[src/rtl/axil_core_master.sv]
// Single-outstanding AXI4-Lite initiator: turns a CPU req/gnt data port into one
// AW+W/B write or AR/R read, with a watchdog that aborts transactions no slave answers.
module axil_core_master #(
  parameter int ADDR_W  = 32,
  parameter int DATA_W  = 32,
  parameter int TIMEOUT = 256
) (
  input  logic                clk,
  input  logic                rst,
  input  logic                req,
  input  logic                we,
  input  logic [DATA_W/8-1:0] be,
  input  logic [ADDR_W-1:0]   addr,
  input  logic [DATA_W-1:0]   wdata,
  output logic                gnt,
  output logic                rvalid,
  output logic [DATA_W-1:0]   rdata,
  output logic                err,
  output logic [ADDR_W-1:0]   m_awaddr,
  output logic                m_awvalid,
  input  logic                m_awready,
  output logic [DATA_W-1:0]   m_wdata,
  output logic [DATA_W/8-1:0] m_wstrb,
  output logic                m_wvalid,
  input  logic                m_wready,
  input  logic                m_bvalid,
  output logic                m_bready,
  output logic [ADDR_W-1:0]   m_araddr,
  output logic                m_arvalid,
  input  logic                m_arready,
  input  logic [DATA_W-1:0]   m_rdata,
  input  logic                m_rvalid,
  output logic                m_rready
);
  localparam int STRB_W = DATA_W / 8;
  localparam int CNT_W  = (TIMEOUT > 0) ? $clog2(TIMEOUT + 1) : 1;
  localparam logic [CNT_W-1:0] LIMIT = (TIMEOUT > 0) ? CNT_W'(TIMEOUT - 1) : '0;

  typedef enum logic [2:0] {S_IDLE, S_WRITE, S_BWAIT, S_READ, S_RWAIT} state_t;

  state_t              r_state;
  logic [CNT_W-1:0]    r_cnt;
  logic                r_aw_done, r_w_done;
  logic [ADDR_W-1:0]   r_addr;
  logic [DATA_W-1:0]   r_wdata;
  logic [STRB_W-1:0]   r_be;
  logic                r_awvalid, r_wvalid, r_bready, r_arvalid, r_rready;
  logic                r_rvalid, r_err;
  logic [DATA_W-1:0]   r_rdata;

  logic w_idle, w_to, w_aw_hs, w_w_hs, w_aw_done, w_w_done;

  assign w_idle    = (r_state == S_IDLE);
  // Watchdog fires in the last allowed cycle; completing handshakes are checked first below.
  assign w_to      = (TIMEOUT > 0) && !w_idle && (r_cnt == LIMIT);
  assign w_aw_hs   = r_awvalid & m_awready;
  assign w_w_hs    = r_wvalid & m_wready;
  assign w_aw_done = r_aw_done | w_aw_hs;
  assign w_w_done  = r_w_done | w_w_hs;

  assign gnt       = w_idle & req & ~rst;
  assign rvalid    = r_rvalid;
  assign rdata     = r_rdata;
  assign err       = r_err;
  assign m_awaddr  = r_addr;
  assign m_araddr  = r_addr;
  assign m_wdata   = r_wdata;
  assign m_wstrb   = r_be;
  assign m_awvalid = r_awvalid;
  assign m_wvalid  = r_wvalid;
  assign m_bready  = r_bready;
  assign m_arvalid = r_arvalid;
  assign m_rready  = r_rready;

  always_ff @(posedge clk) begin
    if (rst) begin
      r_state   <= S_IDLE;
      r_cnt     <= '0;
      r_aw_done <= 1'b0;
      r_w_done  <= 1'b0;
      r_addr    <= '0;
      r_wdata   <= '0;
      r_be      <= '0;
      r_awvalid <= 1'b0;
      r_wvalid  <= 1'b0;
      r_bready  <= 1'b0;
      r_arvalid <= 1'b0;
      r_rready  <= 1'b0;
      r_rvalid  <= 1'b0;
      r_err     <= 1'b0;
      r_rdata   <= '0;
    end else begin
      r_rvalid <= 1'b0;
      r_err    <= 1'b0;
      r_rdata  <= '0;
      if (!w_idle) r_cnt <= r_cnt + CNT_W'(1);

      case (r_state)
        S_IDLE: begin
          r_aw_done <= 1'b0;
          r_w_done  <= 1'b0;
          if (req) begin
            r_addr  <= addr;
            r_wdata <= wdata;
            r_be    <= be;
            r_cnt   <= '0;
            if (we) begin
              r_state   <= S_WRITE;
              r_awvalid <= 1'b1;
              r_wvalid  <= 1'b1;
            end else begin
              r_state   <= S_READ;
              r_arvalid <= 1'b1;
            end
          end
        end

        S_WRITE: begin
          if (w_to) begin
            r_awvalid <= 1'b0;
            r_wvalid  <= 1'b0;
            r_rvalid  <= 1'b1;
            r_err     <= 1'b1;
            r_state   <= S_IDLE;
          end else begin
            if (w_aw_hs) begin
              r_awvalid <= 1'b0;
              r_aw_done <= 1'b1;
            end
            if (w_w_hs) begin
              r_wvalid <= 1'b0;
              r_w_done <= 1'b1;
            end
            if (w_aw_done && w_w_done) begin
              r_bready <= 1'b1;
              r_state  <= S_BWAIT;
            end
          end
        end

        S_BWAIT: begin
          if (m_bvalid) begin
            r_bready <= 1'b0;
            r_rvalid <= 1'b1;
            r_state  <= S_IDLE;
          end else if (w_to) begin
            r_bready <= 1'b0;
            r_rvalid <= 1'b1;
            r_err    <= 1'b1;
            r_state  <= S_IDLE;
          end
        end

        S_READ: begin
          if (w_to) begin
            r_arvalid <= 1'b0;
            r_rvalid  <= 1'b1;
            r_err     <= 1'b1;
            r_state   <= S_IDLE;
          end else if (m_arready) begin
            r_arvalid <= 1'b0;
            r_rready  <= 1'b1;
            r_state   <= S_RWAIT;
          end
        end

        S_RWAIT: begin
          if (m_rvalid) begin
            r_rready <= 1'b0;
            r_rvalid <= 1'b1;
            r_rdata  <= m_rdata;
            r_state  <= S_IDLE;
          end else if (w_to) begin
            r_rready <= 1'b0;
            r_rvalid <= 1'b1;
            r_err    <= 1'b1;
            r_state  <= S_IDLE;
          end
        end

        default: r_state <= S_IDLE;
      endcase
    end
  end
endmodule

[config.mk]
export PLATFORM = sky130hd
export DESIGN_NAME = axil_core_master
export DESIGN_NICKNAME = d
export VERILOG_FILES = /design/src/rtl/axil_core_master.sv
export SDC_FILE = /design/constraint.sdc
export NUM_CORES = 1
export LEC_CHECK = 0
export ABC_CLOCK_PERIOD_IN_PS = 2910
export CAP_MARGIN = 20
export CORE_MARGIN = 2
export CORE_UTILIZATION = 38
export DETAILED_ROUTE_END_ITERATION = 12
export GPL_ROUTABILITY_DRIVEN = 1
export PLACE_DENSITY_LB_ADDON = 0.1
export SYNTH_ARGS = -nofsm -noshare
export SYNTH_HDL_FRONTEND = slang
export SYNTH_SLANG_ARGS = --single-unit
[constraint.sdc]
create_clock -name clk -period 2.91 [get_ports clk]
set_clock_uncertainty 0.15 [all_clocks]
set_input_delay 0.7275 -clock clk [delete_from_list [all_inputs] [get_ports clk]]
set_output_delay 0.7275 -clock clk [all_outputs]
set_load 0.01 [all_outputs]
## Word-level counts from Yosys, hierarchy flattened

Index checks and enable logic that the tools add are counted.

| cells by class | value |
|---|---|
| $add $sub $neg | 1 |
| $mul | 0 |
| div/mod/pow operators | 0 |
| order comparisons | 0 |
| equal/unequal tests | 20 |
| shift operators | 0 |
| multiplexer cells | 48 |
| bitwise logic cells | 9 |
| reductions and logical operators | 19 |

Operators with widths:

| kind | number |
|---|---|
| two-way mux 9 bit | 3 |
| two-way mux 1 bit | 26 |
| two-way mux 3 bit | 8 |
| AND reduction 4 bit | 5 |
| inequality test 2 bit, second input constant | 9 |
| inequality test 3 bit, second input constant | 6 |
| case mux 3 bit (5 select lines) | 1 |
| case mux 1 bit (2 select lines) | 7 |
| adder 9 x 1 -> 9 bit, second input constant | 1 |
| equality test 9 x 8 -> 1 bit, second input constant | 1 |
| AND reduction 3 bit | 3 |
| nonzero test 2 bit | 4 |
| equality test 3 x 2 -> 1 bit, second input constant | 2 |
| case mux 1 bit (3 select lines) | 2 |
| bitwise AND 1 bit | 4 |
| equality test 3 x 1 -> 1 bit, second input constant | 1 |
| equality test 3 bit, second input constant | 1 |
| logical NOT 3 bit | 1 |
| inverter 1 bit | 3 |
| OR reduction 3 bit | 1 |
| logical AND 1 bit | 2 |
| two-way mux 2 bit | 1 |
| OR 1 bit | 2 |
| AND reduction 2 bit | 1 |
| 2 further kinds | 2 |

| storage, ports and cells | value |
|---|---|
| register bits after elaboration | 121 |
| latch bits | 0 |
| RAM bits | 0 |
| memory bits (read-only) | 0 |
| bits of input ports | 109 |
| output and inout bits | 140 |
| word-level logic and storage cells | 112 |
| memories kept | 0 |

## Depth between registers and ports, before layout

Gate-level depths: netlist of the first run.

| depth | value |
|---|---|
| depth after elaboration | 6 |
| gate-level depth with buffers | 10 |
| depth with buffers taken out | 9 |

## Worst setup path before layout of the first run

Ideal clock, no wire load.

| timing path | value |
|---|---|
| path type | input to output |
| from | input port req |
| to | output port gnt |
| arrival | 1,474 ps |
| data required time | 2,033 ps |
| path slack | 558 ps |
| stages on the path | 4 |
| buffers on the path | 2 |
| cells stage by stage | clkbuf_1 -> nand2_1 -> nor2_2 -> buf_2 |

| on the way | value |
|---|---|
| cells in the longest elaborated chain, start to end | 2 |

RTL lines:

| item | RTL line | source |
|---|---|---|
| start, declared | 10 | `input logic req,` |
| bitwise AND 1 bit (2 in series) | 61 | `assign gnt = w_idle & req & ~rst;` |
| end, declared | 15 | `output logic gnt,` |

Every way passes these cells.

## Final worst setup path of the first run

| timing path | value |
|---|---|
| from | register r_state[2] |
| to | output port gnt |

| on the way | value |
|---|---|
| cells in the longest elaborated chain, start to end | 3 |

RTL lines:

| item | RTL line | source |
|---|---|---|
| start, declared | 41 | `state_t r_state;` |
| start signal, assigned | 77 | `r_state <= S_IDLE;` |
| start signal, assigned | 108 | `r_state <= S_WRITE;` |
| start signal, assigned | 112 | `r_state <= S_READ;` |
| logical NOT 3 bit | 53 | `assign w_idle = (r_state == S_IDLE);` |
| bitwise AND 1 bit (2 in series) | 61 |  |

Every way passes these cells.

==> results of run 1 <==
## power by group
part           internal (W)  switching, W  total (W)
clock               0.00125      0.000669    0.00192
combinational      0.000601      0.000416    0.00102
sequential          0.00180      0.000116    0.00192
total               0.00366       0.00120    0.00486
## flip-flops by register name (all words and copies together) (netlist names)
name       cells
err            1
m_araddr      32
m_arvalid      1
m_awvalid      1
m_bready       1
m_rready       1
m_wdata       32
m_wstrb        4
m_wvalid       1
r_aw_done      1
r_cnt          9
r_state        3
r_w_done       1
rdata         32
rvalid         1
## how the worst max path moves through the flow
stage                    start          end  cells past startpoint
finish              r_state[2]          gnt                      4
detailed placement         req  m_wdata[27]                      5
CTS                 r_state[2]          gnt                      4
floorplan                  req          gnt                      4
global route          r_cnt[0]   r_state[2]                      9
global placement           req   m_wdata[8]                      5
## worst register-to-register path, delay by kind of cell, from the launching register on
kind | cells | cell delay [ps]
AOI/OAI and AO/OA | 2 | 340
adders and majority gates | 2 | 610
DFF | 1 | 390
and+or+nand+nor | 5 | 840
## cells in the final DEF, fill, tap and decap left out, types with 2 or more instances in the layout
master / Yosys / routed
a21oi_1: 10 / 10
a22o_1: 68 / 68
a31oi_1: 6 / 6
and2_1: 32 / 32
buf_4: 33 / 7
clkbuf_1: 10 / 4
clkbuf_16: 0 / 16
clkbuf_8: 0 / 7
clkdlybuf4s50_1: 0 / 247
dfxtp_1: 121 / 121
ha_1: 2 / 2
inv_1: 4 / 4
nand2_1: 12 / 12
nand2b_1: 2 / 2
nand3_1: 5 / 5
nand3b_1: 2 / 2
nor2_1: 20 / 20
nor2b_1: 2 / 2
nor3_1: 7 / 7
nor3_2: 3 / 3
nor4_1: 2 / 2
o211a_1: 2 / 2
o21ai_0: 2 / 2
o21ai_1: 2 / 2
or3_1: 4 / 4
xnor2_1: 3 / 3
xor2_1: 2 / 2
## area by class of cell
| type | instances | area, um2 |
|---|---|---|
| flip-flops and latches | 121 | 2420 |
| fillers | 901 | 3710 |
| multi-input cells | 204 | 1430 |
| clock inverters | 2 | 35.0 |
| clock buffers | 27 | 512 |
| repair buffers | 255 | 2540 |
| well taps | 140 | 175 |
| inverters | 4 | 15.0 |
## metal layers
layer / routed length, um / vias to the layer above / track usage [%]
met4: 179 / 0 / 7.23
met2: 5770 / 181 / 31.3
li1: - / 1765 / -
met3: 1500 / 15 / 11.7
met1: 4600 / 1725 / 21.7
met5: 0 / - / 0
## per-stage QoR
step	instances	hold slack, ps	instance area, um2
final	753	319	7130
after global routing	753	335	7130
after CTS	753	324	7130
after detailed placement	724	303	6590
after global placement	724	305	6590
after floorplan	387	309	4230
## cells by family (layout without fill, tap and decap cells)
| family | Yosys count | count (layout) | synth area share [%] |
|---|---|---|---|
| buffers and inverters | 62 | 288 | 9.12 |
| adders and majority gates | 2 | 2 | 0.592 |
| DFF | 121 | 121 | 57.3 |
| and+or+nand+nor | 98 | 98 | 13.0 |
| xor gates and xnor gates | 5 | 5 | 1.04 |
| AOI/OAI and AO/OA | 99 | 99 | 18.9 |
==> key figures, run 1 <==
Outcome
  – Outcome: completed

Critical path
  – Crit Path Category: flop to output port
  – R2R setup slack: 490 ps
  – FF-to-FF Start: r_cnt[0]
  – CP arrival: 1580 ps
  – Crit-path cells: nor3_2, nand2_1, nor2_4, buf_4
  – Slowest CP cell: dfxtp_1
  – Worst-path fanout max: 12
  – Register-to-Register Path Depth: 9
  – Delay-heaviest family, CP: simple AND/OR/NAND/NOR gates
  – Largest stage delay, worst path: 430 ps
  – Critical path startpoint category: flop
  – Worst EP required: 2030 ps
  – Worst Path Buf+Inv: 1
  – Worst R2R End: r_state[2]
  – CP endpoint kind: output port

Floorplanning
  – Io pins: 249
  – Core ar.: 0.0108 mm2
  – Chip width: 109 um
  – Die footprint: 0.0120 mm2
  – Die Height: 109 um
  – Row count: 38
  – Starting density of the core: 39.0%

Yosys
  – Synth cell count leaders: 121 x dfxtp_1, 68 x a22o_1, 33 x buf_4, 32 x and2_1, 20 x nor2_1
  – Number of synthesis warnings: 0
  – Mapped Nets: 498
  – Post-Synthesis Cells: 387
  – Number of synthesized flops with an enable pin: 0
  – Count leader, synth: dfxtp_1
  – Top cells by area, synth: dfxtp_1 57%, a22o_1 14%, buf_4 5.9%, and2_1 4.7%, nor2_1 1.8%
  – Distinct cells, synth: 42
  – Ys async rst share: 0%
  – Primary FF master, synth: dfxtp_1
  – Syn avg cell area: 10.9 um2
  – Synthesized area: 0.00423 mm2
  – Share of the synthesized area in the top cell type: 57.3%
  – Leading area contributor after synthesis: dfxtp_1
  – Seq/Total Area, Yosys: 57.3%
  – Synth Register Bits: 121

Timing
  – Final WS setup: 450 ps
  – # setup viols final: 0
  – Unrepaired setup endpoints after global routing: false
  – FMAX: 407 MHz
  – Ratio of final minimum period to clock period: 84.5%
  – Endpoints failing hold: 0
  – Crit path time final: 2460 ps
  – Slew Limit Fails: 0
  – Worst-Margin Slew: 722 ps
  – Post-Route Setup TNS: 0 ps
  – Max-slew headroom: 51.9%

Placed design
  – Final GP Congestion: 0.747
  – Port Buffer Count: 248
  – Dpl hpwl: 8750 um
  – Setup WS pre-CTS: 391 ps

Worst hold path
  – Min-delay src: m_wdata[11]
  – WHS Path Cells: 1
  – WHS Endpoint: m_wdata[11]
  – Hold Path Class: flop to flop

Global routing
  – Grt total ovfl: 0
  – Total global routing track utilization: 19.7%
  – Largest net degree at the start of global routing: 69
  – First-pass GRT wire length: 17800 um
  – Vias in the first global route: 3369
  – Initial antenna violation count: 0

Detailed routing
  – DR vias: 3686
  – Antenna-violating nets left: 0
  – # DRC: 0
  – DR vias/cell: 4.90
  – Starting DRT DRC Count: 156
  – Drt total wl: 12000 um
  – WL per Instance: 16.0 um
  – First-pass iteration count of the detailed router: 5

Power
  – PD cells: 681 mW/mm2
  – Design Power: 0.00486 W
  – Maximum vdd drop: 0.365 mV
  – Leakage: 2.74 nW

Clock tree
  – Clk root buf: clkbuf_8
  – CTS max path bufs: 2
  – CTS Sinks: 121
  – # H-tree levels: 4
  – Hold-fix buffers, CTS: 0
  – Post-CTS setup buffer count: 0
  – Worst-path clk slew: 50 ps
  – CTS tree: built
  – Post-CTS sizing: 0
  – Clk_lat worst skew: 510 ps
  – Inserted Clock Buffers: 17

Finish
  – Area grow syn2layout: 68.8%
  – Antenna Cells: 0
  – Nets: 714
  – Share of cells above drive strength 1: 6.85%
  – Core Util, Final: 65.8%

Run
  – Max_cap viols: 0
Power figures use the tool's default switching activity.
==> run 2, diff against run 1 <==
--- a/config.mk
+++ b/config.mk
@@ -5,7 +5,7 @@
 export SDC_FILE = /design/constraint.sdc
 export NUM_CORES = 1
 export LEC_CHECK = 0
-export ABC_CLOCK_PERIOD_IN_PS = 2910
+export ABC_CLOCK_PERIOD_IN_PS = 2530
 export CAP_MARGIN = 20
 export CORE_MARGIN = 2
 export CORE_UTILIZATION = 38
==> constraint.sdc (replaced) <==
create_clock -name clk -period 2.53 [get_ports clk]
set_clock_uncertainty 0.15 [all_clocks]
set_input_delay 0.6325 -clock clk [delete_from_list [all_inputs] [get_ports clk]]
set_output_delay 0.6325 -clock clk [all_outputs]
set_load 0.01 [all_outputs]
==> run 2 against run 1 <==
Against the previous run:
- first-iteration DRC count rose by 26%
- clock power rose by 14%
- design area rose by 0.75%
- critical path depth stayed put
- clock-buffer cell count decreased by 3
- utilization rose by 0.50 points
- die area stayed put
- via count down 1.3%
- routed wire length shrank 1.3%
- combinational power up 20%
==> key figures, run 2 (same netlist as run 1, synthesis figures left out) <==
Power
  – Maximum vdd drop: 0.538 mV
  – Combinational power share: 21.8%
  – Clock group share of total power: 39.2%
  – Sequential Power Share: 39.0%
  – Net switching power: 0.00139 W
  – Leakage: 2.77 nW
  – Cell internal pwr: 0.00421 W
  – PD cells: 778 mW/mm2
  – Switching share of power: 24.8%

Finish
  – Nets: 717
  – Highest-count cells in the layout ignoring fill and taps: 247 x clkdlybuf4s50_1, 121 x dfxtp_1, 68 x a22o_1
  – FILL cells: 854
  – Leading cell type in the layout, fill and taps excluded: clkdlybuf4s50_1
  – Antenna Cells: 0
  – Share of cells above drive strength 1: 7.65%
  – Area grow syn2layout: 70.1%

Critical path
  – Worst EP required: 1750 ps
  – Largest stage delay, worst path: 490 ps
  – Critical path startpoint category: primary input
  – CP endpoint kind: output port
  – Crit Path Category: primary input to output port
  – Worst-path fanout max: 2
  – Slowest CP cell: clkdlybuf4s50_1
  – CP arrival: 1540 ps
  – Crit-path cells: clkdlybuf4s50_1, nand2_1, nor2_4, buf_4
  – Worst Path Buf+Inv: 2
  – Delay-heaviest family, CP: buffers and inverters

Floorplanning
  – Row count: 38
  – Die Height: 109 um
  – Chip width: 109 um
  – Die footprint: 0.0120 mm2
  – Core ar.: 0.0108 mm2
  – Io pins: 249
  – Starting density of the core: 39.0%

Clock tree
  – # H-tree levels: 4
  – CTS tree: built
  – Clk_lat worst skew: 510 ps
  – Worst-path clk slew: 50 ps
  – Inserted Clock Buffers: 17
  – CTS Sinks: 121
  – CTS max path bufs: 2
  – Clk root buf: clkbuf_8
  – Post-CTS setup buffer count: 0

Outcome
  – Outcome: completed

Global routing
  – Largest net degree at the start of global routing: 69
  – Total global routing track utilization: 19.7%
  – First-pass GRT wire length: 17900 um
  – Initial antenna violation count: 0
  – Vias in the first global route: 3421
  – Grt total ovfl: 0

Detailed routing
  – First-pass iteration count of the detailed router: 6
  – Starting DRT DRC Count: 197
  – DR vias: 3639
  – Antenna-violating nets left: 0
  – # DRC: 0
  – DR vias/cell: 4.83
  – Drt total wl: 11900 um
  – WL per Instance: 15.8 um

Timing
  – Worst-Margin Slew: 383 ps
  – Crit path time final: 2320 ps
  – Slew Limit Fails: 0
  – Endpoints failing hold: 0
  – Unrepaired setup endpoints after global routing: false
  – Post-Route Setup TNS: 0 ps
  – Max-slew headroom: 74.4%
  – FMAX: 431 MHz
  – WHS: 318 ps
  – Ratio of final minimum period to clock period: 91.8%
  – # setup viols final: 0

Placed design
  – Port Buffer Count: 248
  – Dpl hpwl: 8510 um
  – Final GP Congestion: 0.770

Run
  – Max_cap viols: 0

Worst hold path
  – Hold Path Class: flop to flop
==> run 2: cell type report <==
type	count	area (um2)	share of cell area, %
timing repair buffer	258	2590	36.1
sequential	121	2420	33.7
multi-input combinational	204	1440	20.1
clock buffer	24	500	6.96
tap	140	175	2.44
clock inverter	3	40.0	0.557
inverter	4	15.0	0.209
==> run 2: power by group through the flow <==
stage / clock, W / sequential [W] / combinational [W]
3_5_place_dp: 0 / 0.00222 / 0.00122
3_3_place_gp: 0 / 0.00221 / 0.00121
6_report: 0.00219 / 0.00218 / 0.00122
5_1_grt: 0.00233 / 0.00220 / 0.00132
4_1_cts: 0.00226 / 0.00218 / 0.00123
2_1_floorplan: 0 / 0.00228 / 0.000527
==> run 2: routing by layer <==
| layer | vias to the layer above | wire, um | share of wire [%] | GRT usage, % |
|---|---|---|---|---|
| met5 | - | 0 | 0 | 0 |
| li1 | 1771 | - | - | - |
| met3 | 16 | 1360 | 11 | 9.31 |
| met1 | 1677 | 4610 | 39 | 22.1 |
| met4 | 0 | 180 | 1.5 | 8.14 |
| met2 | 175 | 5740 | 48 | 32.0 |
==> run 2: stage by stage <==
step / area [um2] / worst slack (ps) / utilization, % / std cells / power, W
after floorplan: 4230 / 367 / - / 387 / 0.00281
after global placement: 6640 / 189 / 61.2 / 727 / 0.00343
after detailed placement: 6640 / 193 / 61.2 / 727 / 0.00344
after CTS: 7180 / 192 / 66.2 / 754 / 0.00567
after global routing: 7190 / 47.0 / 66.3 / 754 / 0.00585
final: 7190 / 209 / 66.3 / 754 / 0.00559
==> run 2: final timing paths <==
path	slack (ps)	cells after the start	from	end
setup / recovery	210	4	req	gnt
hold / removal	320	1	m_wstrb[0]	m_wstrb[0]
setup reg to reg	330	9	r_cnt[0]	r_state[2]
hold reg to reg	320	1	m_wstrb[0]	m_wstrb[0]
==> run 2: repair_timing <==
item / in CTS / in global routing
endpoints found under the setup margin: 0 / 1
resized for setup: 0 / 2
hold buffers: 0 / 0
